--- src/rtl/uart_echo_responder.sv ---
// ============================================================================
// uart_echo_responder : buffers UART RX bytes in a FIFO and echoes them to TX
// Revision: 1.0
// ============================================================================
`default_nettype none

module uart_echo_responder #(
  parameter int DATA_WIDTH = 8,
  parameter int FIFO_DEPTH = 16,
  parameter int CNT_WIDTH  = 16
) (
  input  logic                           clk,
  input  logic                           rst,
  input  logic [DATA_WIDTH-1:0]          rx_data,
  input  logic                           rx_vld,
  input  logic                           rx_err,
  input  logic                           tx_rfd,
  output logic [DATA_WIDTH-1:0]          tx_data,
  output logic                           tx_vld,
  output logic [$clog2(FIFO_DEPTH)+1:0]  level,
  output logic [CNT_WIDTH-1:0]           drop_cnt,
  output logic [CNT_WIDTH-1:0]           err_cnt,
  output logic                           busy
);

  localparam int AW = $clog2(FIFO_DEPTH);
  localparam int PW = AW + 1;
  localparam int LW = AW + 2;

  typedef enum logic [0:0] {
    ST_EMPTY   = 1'b0,
    ST_PRESENT = 1'b1
  } state_t;

  state_t                 state_q, state_d;
  logic [DATA_WIDTH-1:0]  mem [FIFO_DEPTH];
  logic [PW-1:0]          wr_ptr_q, wr_ptr_d;
  logic [PW-1:0]          rd_ptr_q, rd_ptr_d;
  logic [PW-1:0]          count_d;
  logic [DATA_WIDTH-1:0]  tx_data_q, tx_data_d;
  logic [LW-1:0]          level_q, level_d;
  logic [CNT_WIDTH-1:0]   drop_cnt_q, drop_cnt_d;
  logic [CNT_WIDTH-1:0]   err_cnt_q, err_cnt_d;
  logic                   busy_q, busy_d;
  logic                   fifo_empty, fifo_full;
  logic                   wr_en, rd_en;

  // Full/empty come from pre-edge pointers, so a write while full is dropped
  // even if the output stage frees a slot in the same cycle.
  assign fifo_empty = (wr_ptr_q == rd_ptr_q);
  assign fifo_full  = (wr_ptr_q[AW-1:0] == rd_ptr_q[AW-1:0]) &&
                      (wr_ptr_q[AW] != rd_ptr_q[AW]);
  assign wr_en      = rx_vld && !rx_err && !fifo_full;

  always_comb begin
    state_d   = state_q;
    rd_en     = 1'b0;
    tx_data_d = tx_data_q;
    case (state_q)
      ST_EMPTY: begin
        if (!fifo_empty) begin
          rd_en   = 1'b1;
          state_d = ST_PRESENT;
        end
      end
      ST_PRESENT: begin
        if (tx_rfd) begin
          if (!fifo_empty) rd_en   = 1'b1;
          else             state_d = ST_EMPTY;
        end
      end
      default: state_d = ST_EMPTY;
    endcase
    if (rd_en) tx_data_d = mem[rd_ptr_q[AW-1:0]];
  end

  always_comb begin
    wr_ptr_d   = wr_ptr_q + PW'(wr_en);
    rd_ptr_d   = rd_ptr_q + PW'(rd_en);
    count_d    = wr_ptr_d - rd_ptr_d;
    level_d    = LW'(count_d) + LW'(state_d == ST_PRESENT);
    busy_d     = (state_d == ST_PRESENT) || (wr_ptr_d != rd_ptr_d);
    drop_cnt_d = drop_cnt_q;
    err_cnt_d  = err_cnt_q;
    // Both counters saturate rather than wrap.
    if (rx_vld && rx_err && (err_cnt_q != '1))
      err_cnt_d = err_cnt_q + 1'b1;
    if (rx_vld && !rx_err && fifo_full && (drop_cnt_q != '1))
      drop_cnt_d = drop_cnt_q + 1'b1;
  end

  always_ff @(posedge clk) begin
    if (rst) begin
      state_q    <= ST_EMPTY;
      wr_ptr_q   <= '0;
      rd_ptr_q   <= '0;
      tx_data_q  <= '0;
      level_q    <= '0;
      drop_cnt_q <= '0;
      err_cnt_q  <= '0;
      busy_q     <= 1'b0;
    end else begin
      state_q    <= state_d;
      wr_ptr_q   <= wr_ptr_d;
      rd_ptr_q   <= rd_ptr_d;
      tx_data_q  <= tx_data_d;
      level_q    <= level_d;
      drop_cnt_q <= drop_cnt_d;
      err_cnt_q  <= err_cnt_d;
      busy_q     <= busy_d;
    end
  end

  // Storage is deliberately not reset.
  always_ff @(posedge clk) begin
    if (wr_en && !rst) mem[wr_ptr_q[AW-1:0]] <= rx_data;
  end

  assign tx_data  = tx_data_q;
  assign tx_vld   = (state_q == ST_PRESENT);
  assign level    = level_q;
  assign drop_cnt = drop_cnt_q;
  assign err_cnt  = err_cnt_q;
  assign busy     = busy_q;

endmodule

`default_nettype wire

--- config.mk ---
export PLATFORM = sky130hd
export DESIGN_NAME = uart_echo_responder
export DESIGN_NICKNAME = d
export VERILOG_FILES = /design/src/rtl/uart_echo_responder.sv
export SDC_FILE = /design/constraint.sdc
export NUM_CORES = 1
export LEC_CHECK = 0
export CAP_MARGIN = 20
export CORE_MARGIN = 5
export CORE_UTILIZATION = 52
export DETAILED_ROUTE_END_ITERATION = 6
export PLACE_DENSITY_LB_ADDON = 0.08
export SYNTH_ARGS = -nofsm -noshare
export SYNTH_HDL_FRONTEND = slang
export SYNTH_SLANG_ARGS = --single-unit
--- constraint.sdc ---
create_clock -name clk -period 3.4 [get_ports clk]
set_input_delay 0.34 -clock clk [delete_from_list [all_inputs] [get_ports clk]]
set_output_delay 0.34 -clock clk [all_outputs]
set_load 0.01 [all_outputs]
==> impl_metrics.json, run 1 <==
{
  "wl_met3_um": 632,
  "grt_usage_pct": 17.4,
  "ctsHoldBuffers": 0,
  "initial_core_util_pct": 53.0,
  "clk_pin_slew_ns": 0.07,
  "mostFrequentLayoutCell": "edfxtp_1",
  "synth_ff_type": "edfxtp_1",
  "setup_viol": 0,
  "cts_buffer_depth": 2,
  "antenna_found_initial": 0,
  "startpoint_type": "flop",
  "postPlaceCellArea_um2": 8640,
  "antenna_left": 0,
  "setup_ws_ns": 0.119,
  "power_mw": 5.97,
  "crit_type": "flop to flop",
  "grt_max_degree": 60,
  "p_int_mw": 4.39,
  "ctsHtreeMaxLevel": 4,
  "synthSimpleGateAreaFrac_pct": 10.3,
  "synth.avg_cell_area_um2": 15.3,
  "clock_sinks": 186,
  "synth.area.mux_share_pct": 13.0,
  "fill_cells": 1065,
  "synth_top_family_by_area": "multiplexers",
  "multi_input_area_um2": 2570,
  "core_area_um2": 14500,
  "first_pass_iters": 4,
  "p_leak_nw": 3.07,
  "ys_types": 48,
  "synth_fa_ha_area_share_pct": 2.06,
  "arrival_ns": 3.64,
  "route.met2.wl_um": 7550,
  "pwr-share-comb_pct": 25.4,
  "drt_iter0_markers": 269,
  "tightest_slew_ns": 0.715,
  "seq_area_frac_synth_pct": 64.9,
  "drt-vias-per-instance": 5.49,
  "crit_path_end_kind": "flop",
  "grt_remaining_overflow": 0,
  "post_drt_wl_per_cell_um": 18.5,
  "yosys_register_bits": 186,
  "power_frac_seq_pct": 42.7,
  "routed_wl_um": 14500,
  "fmax_mhz": 305,
  "dieArea_um2": 17400,
  "status": "finished, final reports clean",
  "synthCells": 505,
  "final_max_slew_viol_count": 0,
  "highest_layer": "met4",
  "pre_cts_ws_ns": 0.0282,
  "power.share.clock_pct": 31.9,
  "io_pins": 61,
  "fin_nets": 615,
  "wl_met1_um": 6250,
  "yosysTopAreaCell": "edfxtp_1",
  "vdd_ir_drop_max_v": 0.000406,
  "synth-xor-area-share_pct": 6.31,
  "relSlewSlack_pct": 51.9,
  "antennaDiodeCount": 0,
  "ff_latch_area_um2": 5010,
  "final_design_area_no_fill_um2": 9220,
  "numCtsBuffers": 17,
  "fin_crit_ns": 3.28,
  "worstPathMaxFanout": 4,
  "grt_pass1_vias": 4442,
  "gp_congestion": 0.834,
  "area_growth_pct": 19.6,
  "clkLatencyLatePin_ns": 0.42,
  "skew_ns": 0.00874,
  "cts_tree": "built",
  "die_y_um": 132,
  "required_ns": 3.76,
  "power_switching_mw": 1.58,
  "routed-via-count": 4321,
  "synth_area_um2": 7710,
  "final_cell_mix": "128 x edfxtp_1, 65 x nor2_1, 59 x clkdlybuf4s50_1",
  "hp-class": "flop to flop",
  "drive_above_1_share_pct": 18.1,
  "p_per_area_nw_per_um2": 647,
  "post-route-drc-count": 0,
  "netlist_top_cells_area": "edfxtp_1 50%, dfxtp_1 15%, mux4_2 12%",
  "final_hold_viol_count": 0,
  "timing.max_cap.violations": 0,
  "io_buffers": 60,
  "p_sw_share_pct": 26.4,
  "syn-num-nets": 528,
  "synth_compound_area_share_pct": 1.66,
  "grt_pass1_wl_um": 23700,
  "synthDominantCellAreaShare_pct": 49.9,
  "rows": 44,
  "async_reset_ff_share_pct": 0,
  "dp.cells": 756,
  "fin_cells": 787,
  "ys_warn_count": 0,
  "final.period_utilization_pct": 96.5,
  "die_w_um": 132,
  "clock-root-buffer": "clkbuf_16",
  "hpwl_um": 10200,
  "synth_edf_count": 128
}
-- state kept, by name, indices dropped and copies added, names as in the netlist --
| register | cells |
|---|---|
| drop_cnt | 16 |
| busy | 1 |
| level | 6 |
| tx_data | 8 |
| tx_vld | 1 |
| mem | 128 |
| err_cnt | 16 |
| rd_ptr_q | 5 |
| wr_ptr_q | 5 |
-- worst max-delay path, cell delays in order, from the launching register on --
cell	delay, ns
dfxtp_1	0.32
xnor2_1	0.19
nand4_1	0.23
nor2_1	0.18
nor2_2	0.07
ha_1	0.20
ha_1	0.31
xor2_1	0.19
ha_1	0.22
o21bai_1	0.19
maj3_2	0.31
a211o_1	0.32
a2111o_1	0.41
o21ai_1	0.08
-- final timing paths --
kind | to | slack (ns) | cells past startpoint | from
setup / recovery | level[4] | 0.12 | 13 | wr_ptr_q[2]
hold / removal | tx_data[3] | 0.50 | 2 | tx_data[3]
setup reg to reg | level[4] | 0.12 | 13 | wr_ptr_q[2]
hold reg to reg | tx_data[3] | 0.50 | 2 | tx_data[3]
-- logic make-up after synthesis --
| logic type | after synthesis |
|---|---|
| compound gates | 20 |
| xor+xnor | 48 |
| fa+ha+maj | 13 |
| buf+inv | 29 |
| flops | 186 |
| mux | 50 |
| simple gates | 159 |
-- power groups by stage --
stage / sequential [mW] / combinational (mW) / clock [mW]
floorplan: 2.62 / 1.04 / 0
global placement: 2.59 / 1.47 / 0
detailed placement: 2.60 / 1.51 / 0
CTS: 2.55 / 1.52 / 1.96
global route: 2.56 / 1.65 / 2.05
finish: 2.55 / 1.51 / 1.90
-- layer usage --
layer  vias up  global-route usage (%)
met5         -                       0
met4         0                    5.83
met3         9                    4.16
met2        94                    29.2
met1      2147                    22.4
li1       2071                       -
-- final cells by class --
| type | count | area share (%) |
|---|---|---|
| Tap cell | 184 | 2.50 |
| Multi-Input combinational cell | 290 | 27.9 |
| Timing Repair Buffer | 89 | 8.82 |
| Clock inverter | 13 | 1.57 |
| Inverter | 8 | 0.326 |
| Sequential cell | 186 | 54.3 |
| Clock buffer | 17 | 4.62 |
-- cell usage after synthesis (2+ instances only) --
cell type	number
nand2_1	18
maj3_2	3
inv_1	8
a21oi_1	7
edfxtp_1	128
buf_2	8
nor3_1	8
nand4b_1	3
ha_1	10
buf_6	2
nand3b_1	3
dfxtp_1	58
mux4_2	40
nor2b_1	6
nand4_1	9
o21ai_0	5
nand2b_1	3
xnor2_4	2
nor2_1	66
or3_1	6
nand3_1	18
xnor2_1	16
and3_1	6
mux2i_1	10
and2_1	2
clkbuf_1	8
xor2_2	2
or3b_1	3
xor2_1	27
buf_1	2
-- per-stage QoR --
stage,hold slack [ns],util (%),TNS [ns]
after detailed placement,0.488,59.4,0
after CTS,0.511,63.4,0
after global routing,0.537,63.4,-0.0123
final,0.501,63.4,0
after global placement,0.473,59.4,0
after floorplan,0.439,-,0
-- timing repair --
action / in CTS / in global routing
gates resized for setup: 0 / 1
buffers inserted: 0 / 1
endpoints found under the setup margin: 0 / 1
endpoints found under the hold margin: 0 / 0
Note: power is estimated with default switching activity, not from simulation.
==> run 2: changes to the inputs <==
--- a/config.mk
+++ b/config.mk
@@ -6,9 +6,10 @@
 export NUM_CORES = 1
 export LEC_CHECK = 0
 export CAP_MARGIN = 20
-export CORE_MARGIN = 5
+export CORE_MARGIN = 3
 export CORE_UTILIZATION = 52
 export DETAILED_ROUTE_END_ITERATION = 6
+export MAX_ROUTING_LAYER = met4
 export PLACE_DENSITY_LB_ADDON = 0.08
 export SYNTH_ARGS = -nofsm -noshare
 export SYNTH_HDL_FRONTEND = slang
==> run 2 against run 1 <==
Final cell count rose by 0.64%. Core utilization is 2.3 points higher. Sequential cell count is the same. Combinational power down 3%. Register-to-register slack better by 0.09 ns. Via count is 1.5% higher. Maximum frequency up 2.8%. Critical path depth is the same. Clock skew shrank 0.0015 ns. Die area fell by 6.0%. Non-clock buffer count grew 7. Global-route usage increased by 3.3 points. Critical path type unchanged. Largest cell class unchanged. Highest routed layer unchanged.
==> impl_metrics.json, run 2 (synthesis gave the netlist of run 1 again) <==
{
  "status": "finished, final reports clean",
  "power_frac_seq_pct": 42.0,
  "grt_max_degree": 60,
  "clock-root-buffer": "clkbuf_16",
  "rows": 43,
  "postLayoutCoreUtil_pct": 65.8,
  "ctsHtreeMaxLevel": 4,
  "crit_chain": "xnor2_1 > nand4_1 > nor2_1 > nor2_1 > ha_1 > xnor2_4 > xor2_1 > ha_1 > o21bai_1 > maj3_2 > a211o_1 > a2111o_1 > o21ai_1",
  "fin_cells": 792,
  "final_max_slew_viol_count": 0,
  "die_y_um": 128,
  "p_per_area_nw_per_um2": 652,
  "final.period_utilization_pct": 93.8,
  "grt_pass1_vias": 4317,
  "relSlewSlack_pct": 52.0,
  "dieArea_um2": 16300,
  "gp_congestion": 0.879,
  "initial_core_util_pct": 54.3,
  "routed_wl_um": 15500,
  "crit_family": "compound AO/OA/AOI/OAI gates",
  "mostFrequentLayoutCell": "edfxtp_1",
  "cts_buffer_depth": 2,
  "io_pins": 61,
  "routed-via-count": 4386,
  "grt_remaining_overflow": 0,
  "post_drt_wl_per_cell_um": 19.6,
  "power_switching_mw": 1.56,
  "fin_nets": 622,
  "crit_type": "flop to flop",
  "hp-class": "flop to flop",
  "p_int_mw": 4.53,
  "arrival_ns": 3.55,
  "skew_ns": 0.00727,
  "fin_crit_ns": 3.19,
  "pwr-share-comb_pct": 24.2,
  "drive_above_1_share_pct": 19.6,
  "numCtsBuffers": 17,
  "io_buffers": 60,
  "tightest_slew_ns": 0.718,
  "final_hold_viol_count": 0,
  "area_growth_pct": 21.2,
  "power.share.clock_pct": 33.8,
  "clkLatencyLatePin_ns": 0.42,
  "first_pass_iters": 4,
  "timing.max_cap.violations": 0,
  "worstPathMaxFanout": 5,
  "critPathMaxStageDelay_ns": 0.41,
  "drt_iter0_markers": 347,
  "dp.cells": 760,
  "ctsHoldBuffers": 0,
  "hpwl_um": 10200,
  "fmax_mhz": 313,
  "startpoint_type": "flop",
  "grt_pass1_wl_um": 24400,
  "p_sw_share_pct": 25.6,
  "finalSetupTns_ns": 0,
  "fill_cells": 1030,
  "post-route-drc-count": 0,
  "power_mw": 6.09,
  "vdd_ir_drop_max_v": 0.000497,
  "crit_path_end_kind": "flop",
  "final_cell_mix": "128 x edfxtp_1, 66 x nor2_1, 59 x clkdlybuf4s50_1",
  "setup_viol": 0,
  "required_ns": 3.76,
  "drt-vias-per-instance": 5.54,
  "antenna_found_initial": 0,
  "p_leak_nw": 3.15,
  "grt_usage_pct": 20.7,
  "die_w_um": 128,
  "rsz0062_at_grt": "false",
  "largest_register_ffs": 128,
  "crit_buf_inv": 0,
  "clock_sinks": 186,
  "cts_tree": "built",
  "clk_pin_slew_ns": 0.07,
  "antennaDiodeCount": 0,
  "antenna_left": 0,
  "core_area_um2": 14200,
  "cp_slowest_cell": "a2111o_1"
}
[run 2: changes by cell type in the layout (fill, tap and decap cells not counted), sizes merged]
cell	previous run	this run
buf	30	37
bufinv	2	3
clkbuf	17	21
clkinvlp	3	0
[run 2: metal layers]
layer	global-route usage (%)	wire [um]	vias up
li1	-	-	2086
met4	7.55	345	0
met5	-	0	-
met2	30.9	7440	123
met1	28.5	6850	2157
met3	4.21	868	20
[run 2: cell type report]
type                            count  area, um^2  share of cell area (%)
Tap cell                          180         225                    2.41
Sequential cell                   186        5010                    53.6
Inverter                            8        30.0                   0.322
Timing Repair Buffer               96         866                    9.27
Multi-Input combinational cell    290        2580                    27.7
Clock buffer                       21         470                    5.04
Clock inverter                     11         156                    1.67
[run 2: power by group through the flow]
stage | Clock, mW | Sequential, mW | Combinational (mW)
after detailed placement | 0 | 2.60 | 1.48
after CTS | 2.10 | 2.56 | 1.48
after global routing | 2.19 | 2.57 | 1.61
after floorplan | 0 | 2.62 | 1.04
after global placement | 0 | 2.60 | 1.47
final | 2.06 | 2.56 | 1.47
[run 2: through the flow]
step                      instance area, um^2  worst slack, ns  hold slack, ns
after floorplan                          7710          0.00426           0.439
after global placement                   8690            0.114           0.475
after detailed placement                 8690           0.0579           0.486
after CTS                                9320            0.158           0.503
after global routing                     9340           0.0107           0.540
final                                    9340            0.210           0.502
[run 2: tightest hold or removal path, cell delays in order, from the launching register on]
cell and delay [ns]:
dfxtp_1 0.33, mux2i_1 0.07, nor2_1 0.07
[run 2: timing repair]
action,4_1_cts,5_1_grt
buffers inserted,0,0
setup endpoints to repair,0,1
resized for setup,0,2
[run 2: final timing paths]
check                    from  slack (ns)          to  depth (start not counted)
setup / recovery  rd_ptr_q[3]        0.21    level[4]                         13
hold / removal     tx_data[6]        0.50  tx_data[6]                          2
setup reg to reg  rd_ptr_q[3]        0.21    level[4]                         13
hold reg to reg    tx_data[6]        0.50  tx_data[6]                          2
